## config.mk

```make
export PLATFORM = sky130hd
export DESIGN_NAME = spi_out_scheduler
export DESIGN_NICKNAME = d
export VERILOG_FILES = /design/src/rtl/spi_out_pkg.sv /design/src/rtl/rr_arbiter2.sv /design/src/rtl/spi_out_scheduler.sv
export SDC_FILE = /design/constraint.sdc
export NUM_CORES = 1
export LEC_CHECK = 0
export CAP_MARGIN = 0
export CORE_MARGIN = 3
export CORE_UTILIZATION = 37
export CTS_CLUSTER_DIAMETER = 100
export DETAILED_ROUTE_END_ITERATION = 16
export PLACE_DENSITY = 0.8
export SLEW_MARGIN = 20
export SYNTH_ARGS = -nofsm -noshare
export SYNTH_HDL_FRONTEND = slang
export SYNTH_SLANG_ARGS = --single-unit
export TNS_END_PERCENT = 30
```

## constraint.sdc

```tcl
create_clock -name clk -period 1.25 [get_ports clk]
set_input_delay 0.25 -clock clk [delete_from_list [all_inputs] [get_ports clk]]
set_output_delay 0.25 -clock clk [all_outputs]
set_load 0.05 [all_outputs]
```

## src/rtl/spi_out_pkg.sv

```systemverilog
// Shared types and constants for the SPI output scheduler and the outputSPI serializer.
package spi_out_pkg;

  localparam int unsigned BYTE_W          = 8;
  localparam int unsigned DEF_BYTE_CYCLES = 2;
  localparam int unsigned DEF_GAP_CYCLES  = 2;

  typedef enum logic [1:0] {
    ST_IDLE = 2'd0,
    ST_SEND = 2'd1,
    ST_GAP  = 2'd2
  } state_e;

  typedef struct packed {
    logic              last;
    logic [BYTE_W-1:0] data;
  } beat_t;

endpackage

```

## src/rtl/rr_arbiter2.sv

```systemverilog
// Two-input round-robin winner select; the pointer moves to the other requester on update.
module rr_arbiter2 (
  input  logic       clk,
  input  logic       rst,
  input  logic [1:0] req_i,
  input  logic       upd_i,
  input  logic       upd_owner_i,
  output logic [1:0] winner_c
);

  logic ptr_q;
  logic ptr_d;

  always_comb begin
    ptr_d = ptr_q;
    if (upd_i) ptr_d = ~upd_owner_i;
  end

  always_ff @(posedge clk) begin
    if (rst) ptr_q <= 1'b0;
    else     ptr_q <= ptr_d;
  end

  // A lone requester wins outright; the pointer only breaks ties.
  always_comb begin
    winner_c = req_i;
    if (&req_i) winner_c = ptr_q ? 2'b10 : 2'b01;
  end

endmodule

```

## src/rtl/spi_out_scheduler.sv

```systemverilog
// Frame-level scheduler sharing the outputSPI serializer between two byte-stream requesters,
// pacing loads at the serializer byte rate and inserting an idle gap between frames.
module spi_out_scheduler
  import spi_out_pkg::*;
#(
  parameter int unsigned BYTE_CYCLES = DEF_BYTE_CYCLES,
  parameter int unsigned GAP_CYCLES  = DEF_GAP_CYCLES
) (
  input  logic              clk,
  input  logic              rst,
  input  logic              req0_valid,
  input  logic [BYTE_W-1:0] req0_data,
  input  logic              req0_last,
  output logic              req0_ready,
  input  logic              req1_valid,
  input  logic [BYTE_W-1:0] req1_data,
  input  logic              req1_last,
  output logic              req1_ready,
  output logic              ser_en,
  output logic [BYTE_W-1:0] ser_in,
  output logic [1:0]        grant,
  output logic              frame_active
);

  localparam int unsigned GAP_MAX = BYTE_CYCLES - 1 + GAP_CYCLES;
  localparam int unsigned TMR_W   = (BYTE_CYCLES > 1) ? $clog2(BYTE_CYCLES) : 1;
  localparam int unsigned GAP_W   = (GAP_MAX > 1) ? $clog2(GAP_MAX + 1) : 1;
  localparam logic [TMR_W-1:0] TMR_LOAD = TMR_W'(BYTE_CYCLES - 1);
  localparam logic [GAP_W-1:0] GAP_LOAD = GAP_W'(GAP_MAX);

  state_e            state_q,  state_d;
  logic [1:0]        grant_q,  grant_d;
  logic              ser_en_q, ser_en_d;
  logic [BYTE_W-1:0] ser_in_q, ser_in_d;
  logic [TMR_W-1:0]  tmr_q,    tmr_d;
  logic [GAP_W-1:0]  gap_q,    gap_d;

  beat_t      sel_beat;
  logic       sel_valid;
  logic       accept;
  logic [1:0] winner;

  // Mux the granted requester's beat; grant_q is one-hot while a frame is owned.
  always_comb begin
    sel_beat.data = req0_data;
    sel_beat.last = req0_last;
    if (grant_q[1]) begin
      sel_beat.data = req1_data;
      sel_beat.last = req1_last;
    end
  end

  assign sel_valid  = (grant_q[0] & req0_valid) | (grant_q[1] & req1_valid);
  assign accept     = (state_q == ST_SEND) && sel_valid && (tmr_q == '0);
  assign req0_ready = accept & grant_q[0];
  assign req1_ready = accept & grant_q[1];

  rr_arbiter2 u_arb (
    .clk         (clk),
    .rst         (rst),
    .req_i       ({req1_valid, req0_valid}),
    .upd_i       (accept & sel_beat.last),
    .upd_owner_i (grant_q[1]),
    .winner_c    (winner)
  );

  always_comb begin
    state_d  = state_q;
    grant_d  = grant_q;
    ser_en_d = 1'b0;
    ser_in_d = ser_in_q;
    tmr_d    = (tmr_q != '0) ? tmr_q - TMR_W'(1) : tmr_q;
    gap_d    = (gap_q != '0) ? gap_q - GAP_W'(1) : gap_q;

    unique case (state_q)
      ST_IDLE: begin
        if (|winner) begin
          state_d = ST_SEND;
          grant_d = winner;
        end
      end
      ST_SEND: begin
        if (accept) begin
          ser_en_d = 1'b1;
          ser_in_d = sel_beat.data;
          tmr_d    = TMR_LOAD;
          if (sel_beat.last) begin
            state_d = ST_GAP;
            gap_d   = GAP_LOAD;
          end
        end
      end
      ST_GAP: begin
        // Leave as the counter reaches zero; a zero load still costs one GAP cycle.
        if (gap_q <= GAP_W'(1)) begin
          state_d = ST_IDLE;
          grant_d = 2'b00;
        end
      end
      default: begin
        state_d = ST_IDLE;
        grant_d = 2'b00;
      end
    endcase
  end

  always_ff @(posedge clk) begin
    if (rst) begin
      state_q  <= ST_IDLE;
      grant_q  <= 2'b00;
      ser_en_q <= 1'b0;
      ser_in_q <= '0;
      tmr_q    <= '0;
      gap_q    <= '0;
    end else begin
      state_q  <= state_d;
      grant_q  <= grant_d;
      ser_en_q <= ser_en_d;
      ser_in_q <= ser_in_d;
      tmr_q    <= tmr_d;
      gap_q    <= gap_d;
    end
  end

  assign grant        = grant_q;
  assign ser_en       = ser_en_q;
  assign ser_in       = ser_in_q;
  assign frame_active = (state_q == ST_SEND);

endmodule
```

==> results of run 1 <==
through the flow:
step / area, sq um / TNS (ns) / std cells / util (%)
final: 1550 / -0.814 / 158 / 76.0
after global routing: 1550 / -1.33 / 158 / 76.0
after CTS: 1550 / -0.855 / 158 / 75.7
after detailed placement: 1490 / -4.49 / 153 / 72.8
after global placement: 1490 / -4.15 / 153 / 72.8
after floorplan: 853 / -0.206 / 78 / -
where the power goes:
group	switching [mW]	internal, mW	total [mW]
Combinational	0.215	0.259	0.474
Sequential	0.0250	0.533	0.558
Clock	0.154	0.112	0.266
Total	0.393	0.904	1.30
cell families after synthesis:
group                  synth area share (%)
AND/OR/NAND/NOR                        15.1
flip-flops                             38.6
multiplexers                           11.0
buffers and inverters                  5.72
AO/OA/AOI/OAI                          29.7
worst paths after layout:
check	from	end	slack [ns]	cells after the start
worst max-delay path	ser_en	req0_ready	-0.24	3
worst min-delay path	gap_q[0]	gap_q[1]	0.47	2
worst max register to register	ser_en	u_arb.ptr_q	-0.09	4
worst min register to register	gap_q[0]	gap_q[1]	0.47	2
placed cells by master, fill, tap and decap left out, types with 2 or more instances in the layout:
master           instances
mux2i_1                  8
clkdlybuf4s50_1         19
nand2b_1                 2
a21oi_2                  8
a21oi_1                  3
buf_6                    4
dfxtp_1                 11
dlygate4sd2_1            2
dfxtp_2                  3
and3_4                   2
buf_12                  15
nand3_1                  3
dfxtp_4                  2
clkbuf_4                 3
o21ai_1                  2
nand2_1                  4
buf_4                   16
a211oi_2                 8
area by class of cell:
class,instances,share of cell area (%)
Timing Repair Buffer,56,43.4
Multi-Input combinational cell,55,31.4
Tap cell,27,2.18
Inverter,1,0.242
Sequential cell,16,21.4
Clock buffer,3,1.45
state kept, by name, indices dropped and copies added (netlist names):
name and count:
u_arb.ptr_q 1, ser_en 1, grant 2, gap_q 2, state_q 2, ser_in 8
layer usage:
metal / vias up / wire, um / global-route usage (%)
met3: 2 / 111 / 2.54
met4: 0 / 10 / 7.23
met5: - / 0 / 0
met1: 404 / 887 / 17.2
met2: 22 / 1250 / 31.4
li1: 398 / - / -
worst max-delay path: stages, from the launching register on:
cell	delay (ns)
dfxtp_4	0.36
nor3b_4	0.24
and3_4	0.23
buf_12	0.13
repair_timing:
action | 4_1_cts | 5_1_grt
buffers inserted | 3 | 0
endpoints found under the hold margin | 0 | 0
gates resized for setup | 10 | 2
endpoints found under the setup margin | 16 | 17
pin swaps | 4 | 3
==> metrics, run 1 <==
status=finished, violations left; failing checks=negative setup slack; Slew Viols, Final=0; share of layout cells above drive strength 1=49.6%; Die ar.=0.00285 sq mm; period utilization=119%; DP Wirelength=1.87 mm; PortBufs=35; CTS Buf Count=3; I/O Pins=36; Post-synth top cells=16 x dfxtp_1, 8 x a211oi_2, 8 x mux2i_1; peak supply drop=0.663 mV; Synth top area share=38.6%; CTS Buffer Depth=2; pre-CTS WS=-0.355 ns; global-route wire length before repair=3.34 mm; CTS Root Cell=clkbuf_4; syn nets=100; FILL cells=158; post-route clock skew=0.00447 ns; Final min period=1.49 ns; Area contributors post-synth=dfxtp_1 39%, a211oi_2 12%, mux2i_1 9.6%; vias in the first global route=814; RSZ-0062 raised after global routing=yes; Hold Fails Final Rpt=0; nets=155; Sink Count=16; Area Overhead vs Synth=86.9%; Total GRT Usage=16.5%; number of synthesized flops with an enable pin=0; Synth cell types=29; Rel. slew slack=83.9%; count leader, synth=dfxtp_1; Hold WC Path Type=flip-flop to flip-flop; Yosys Warn Count=0; Post-synth ARST share=0%; cell count after synthesis=78; WL/cell=14.3 um; number of setup violations in the final report=8; critical path launch point type=flip-flop; Reg clk slew, reported paths=0.08 ns; clk_lat worst skew=0.28 ns; Crit Path Category=flip-flop to output port; chip height=53.4 um; Sequential cell area=332 sq um; worst path arrival time=1.24 ns; top_reg_cell synth=dfxtp_1; routed wire length=2.26 mm; GP Congestion=0.810; Final ANT Viol Nets=0; CP Capture Type=output port; Hold WS=0.471 ns; PD cells=836 mW/mm^2; Max FO, Critical Path=4; Via density=5.23; Highest Clock Rate=0.672 GHz; Site Rows=16; largest net degree at the start of global routing=11; multi-input logic area=488 sq um; synthesized flop and latch total=16; CP required=1.00 ns; Syn Area/Cell=10.7 sq um; DRC viols=0; iteration-0 DRC count of the detailed router=5; Least-Margin Pin Slew=0.240 ns; initial antenna violation count=0; via count=826; Final Worst Setup Slack=-0.237 ns; Floorplan Core Area=0.00204 sq mm; Seq/Total Area, Yosys=38.6%; total power=1.30 mW; Hold Buf Count CTS=0; Die Wd=53.4 um; total congestion overflow=0; Initial Utilization=40.7%; TritonCTS clock tree=yes; DR pass1 iterations=4; H-tree depth=1; Max-Cap Viols=0; n_diodes=0; post-synth design cell area=831 sq um; top cell type by total area after synthesis=dfxtp_1; Lkg Pwr=0.594 nW
No activity file was read; power rests on OpenSTA's default activity.
==> run 2, diff against run 1 <==
--- a/config.mk
+++ b/config.mk
@@ -10,7 +10,8 @@
 export CORE_UTILIZATION = 37
 export CTS_CLUSTER_DIAMETER = 100
 export DETAILED_ROUTE_END_ITERATION = 16
-export PLACE_DENSITY = 0.8
+export PLACE_DENSITY_LB_ADDON = 0.08
+export SKIP_CTS_REPAIR_TIMING = 1
 export SLEW_MARGIN = 20
 export SYNTH_ARGS = -nofsm -noshare
 export SYNTH_HDL_FRONTEND = slang
==> run 2 against run 1 <==
  * The run still ends with negative setup slack left
  * Design area grew 0.16%
  * Maximum frequency shrank 4.2%
  * Clock power grew 32%
  * Global-route usage grew 2.0 points
  * Worst setup slack lost 0.065 ns
  * Critical endpoint is now req1_ready
  * Routed wire length shrank 0.44%
==> metrics, run 2 (synthesized netlist as in run 1, its figures left out) <==
status=finished, violations left; failing checks=negative setup slack; TritonCTS clock tree=yes; Area Overhead vs Synth=87.2%; Final ANT Viol Nets=0; DP Area=0.00148 sq mm; CTS Root Cell=clkbuf_4; Slowest-stage cell, CP=clkdlybuf4s50_1; PD cells=890 mW/mm^2; Die Wd=53.4 um; DRC viols=0; CP cell instances=clkdlybuf4s50_1, a22o_4, and3_4, buf_12; commonest cells after routing, fill and taps aside=21 x clkdlybuf4s50_1, 15 x buf_12, 13 x buf_4; sw frac=29.8%; Max-Cap Viols=0; clk_lat worst skew=0.29 ns; RSZ-0062 raised after global routing=yes; DR pass1 iterations=4; Initial Utilization=40.7%; number of setup violations in the final report=8; CP required=1.00 ns; Lkg Pwr=0.586 nW; iteration-0 DRC count of the detailed router=7; vias in the first global route=851; CTS Buffer Depth=2; Floorplan Core Area=0.00204 sq mm; Final min period=1.55 ns; Final Worst Setup Slack=-0.302 ns; Total GRT Usage=18.4%; chip height=53.4 um; H-tree depth=1; Final Non-Filler Cells=157; global-route wire length before repair=3.80 mm; combinational power share=34.4%; Reg power frac=40.3%; critical path launch point type=input pin; CTS Buf Count=3; largest net degree at the start of global routing=10; nets=153; Internal=971 uW; Hold WC Path Type=flip-flop to flip-flop; Sink Count=16; Highest Clock Rate=0.644 GHz; most common cell after layout, fill and taps aside=clkdlybuf4s50_1; initial antenna violation count=0; worst path arrival time=1.30 ns; WL/cell=14.3 um; peak supply drop=0.772 mV; GP Congestion=0.809; period utilization=124%; Max FO, Critical Path=5; DP Wirelength=1.80 mm; Hold Fails Final Rpt=0; share of layout cells above drive strength 1=49.2%; total congestion overflow=0; Hold WS=0.477 ns; max FFs per register=8; Site Rows=16; CP Capture Type=output port; post-route clock skew=0.00572 ns; Clock power frac=25.3%; routed wire length=2.25 mm; Switch Pwr=413 uW; placed cells=152; max incr delay on CP=0.44 ns; I/O Pins=36; Die ar.=0.00285 sq mm; Crit Path Category=input pin to output port; Rel. slew slack=81.4%; Design Area, Final=0.00156 sq mm; FILL cells=147; n_diodes=0; Via density=5.09; Slew Viols, Final=0; PortBufs=35; via count=799; Least-Margin Pin Slew=0.277 ns; Reg clk slew, reported paths=0.09 ns; total power=1.38 mW
run 2: cell types whose count changed in the layout (fill, tap and decap cells not counted):
cell,change
buf_4,-3
nand3_2,+1
buf_6,+1
dlygate4sd2_1,-2
clkdlybuf4s50_1,+2
a21oi_2,-1
nand3_1,-1
a21oi_1,+1
mux2_2,+1
mux2_4,-1
clkbuf_8,+1
run 2: path summary, 6_finish.rpt:
check,from,end,slack (ns),cells past startpoint
worst max register to register,ser_en,u_arb.ptr_q,-0.05,4
worst min-delay path,gap_q[0],gap_q[1],0.48,2
worst max-delay path,req1_valid,req1_ready,-0.30,4
worst min register to register,gap_q[0],gap_q[1],0.48,2
run 2: through the flow:
step / utilization (%) / setup WS (ns) / setup TNS [ns]
floorplan: - / -0.103 / -0.206
global placement: 72.4 / -0.318 / -4.86
detailed placement: 72.4 / -0.319 / -4.97
CTS: 74.2 / -0.322 / -1.14
global route: 76.2 / -0.332 / -1.27
finish: 76.2 / -0.302 / -0.727
run 2: power by group through the flow:
stage	registers, mW	logic, mW	clock network [mW]
floorplan	0.622	0.167	0
global placement	0.567	0.452	0
detailed placement	0.568	0.459	0
CTS	0.556	0.462	0.358
global route	0.561	0.501	0.380
finish	0.558	0.476	0.351
run 2: per-layer routing:
layer,vias to the layer above,track usage [%],share of wire (%)
met3,2,4.51,5.6
met5,-,0,0
met4,0,5.11,0.84
li1,397,-,-
met2,21,34.3,57
met1,379,20.3,37
run 2: area by class of cell:
| type | count | area (sq um) | area share (%) |
|---|---|---|---|
| Timing Repair Buffer | 54 | 664 | 42.7 |
| Multi-Input combinational cell | 55 | 485 | 31.2 |
| Sequential cell | 16 | 332 | 21.3 |
| Clock buffer | 4 | 36.3 | 2.33 |
| Tap cell | 27 | 33.8 | 2.17 |
| Inverter | 1 | 3.75 | 0.241 |
run 2: critical path, delay by kind of cell:
| kind | cells | cell delay (ns) |
|---|---|---|
| buffers and inverters | 2 | 0.58 |
| AOI/OAI and AO/OA | 1 | 0.28 |
| and+or+nand+nor | 1 | 0.19 |
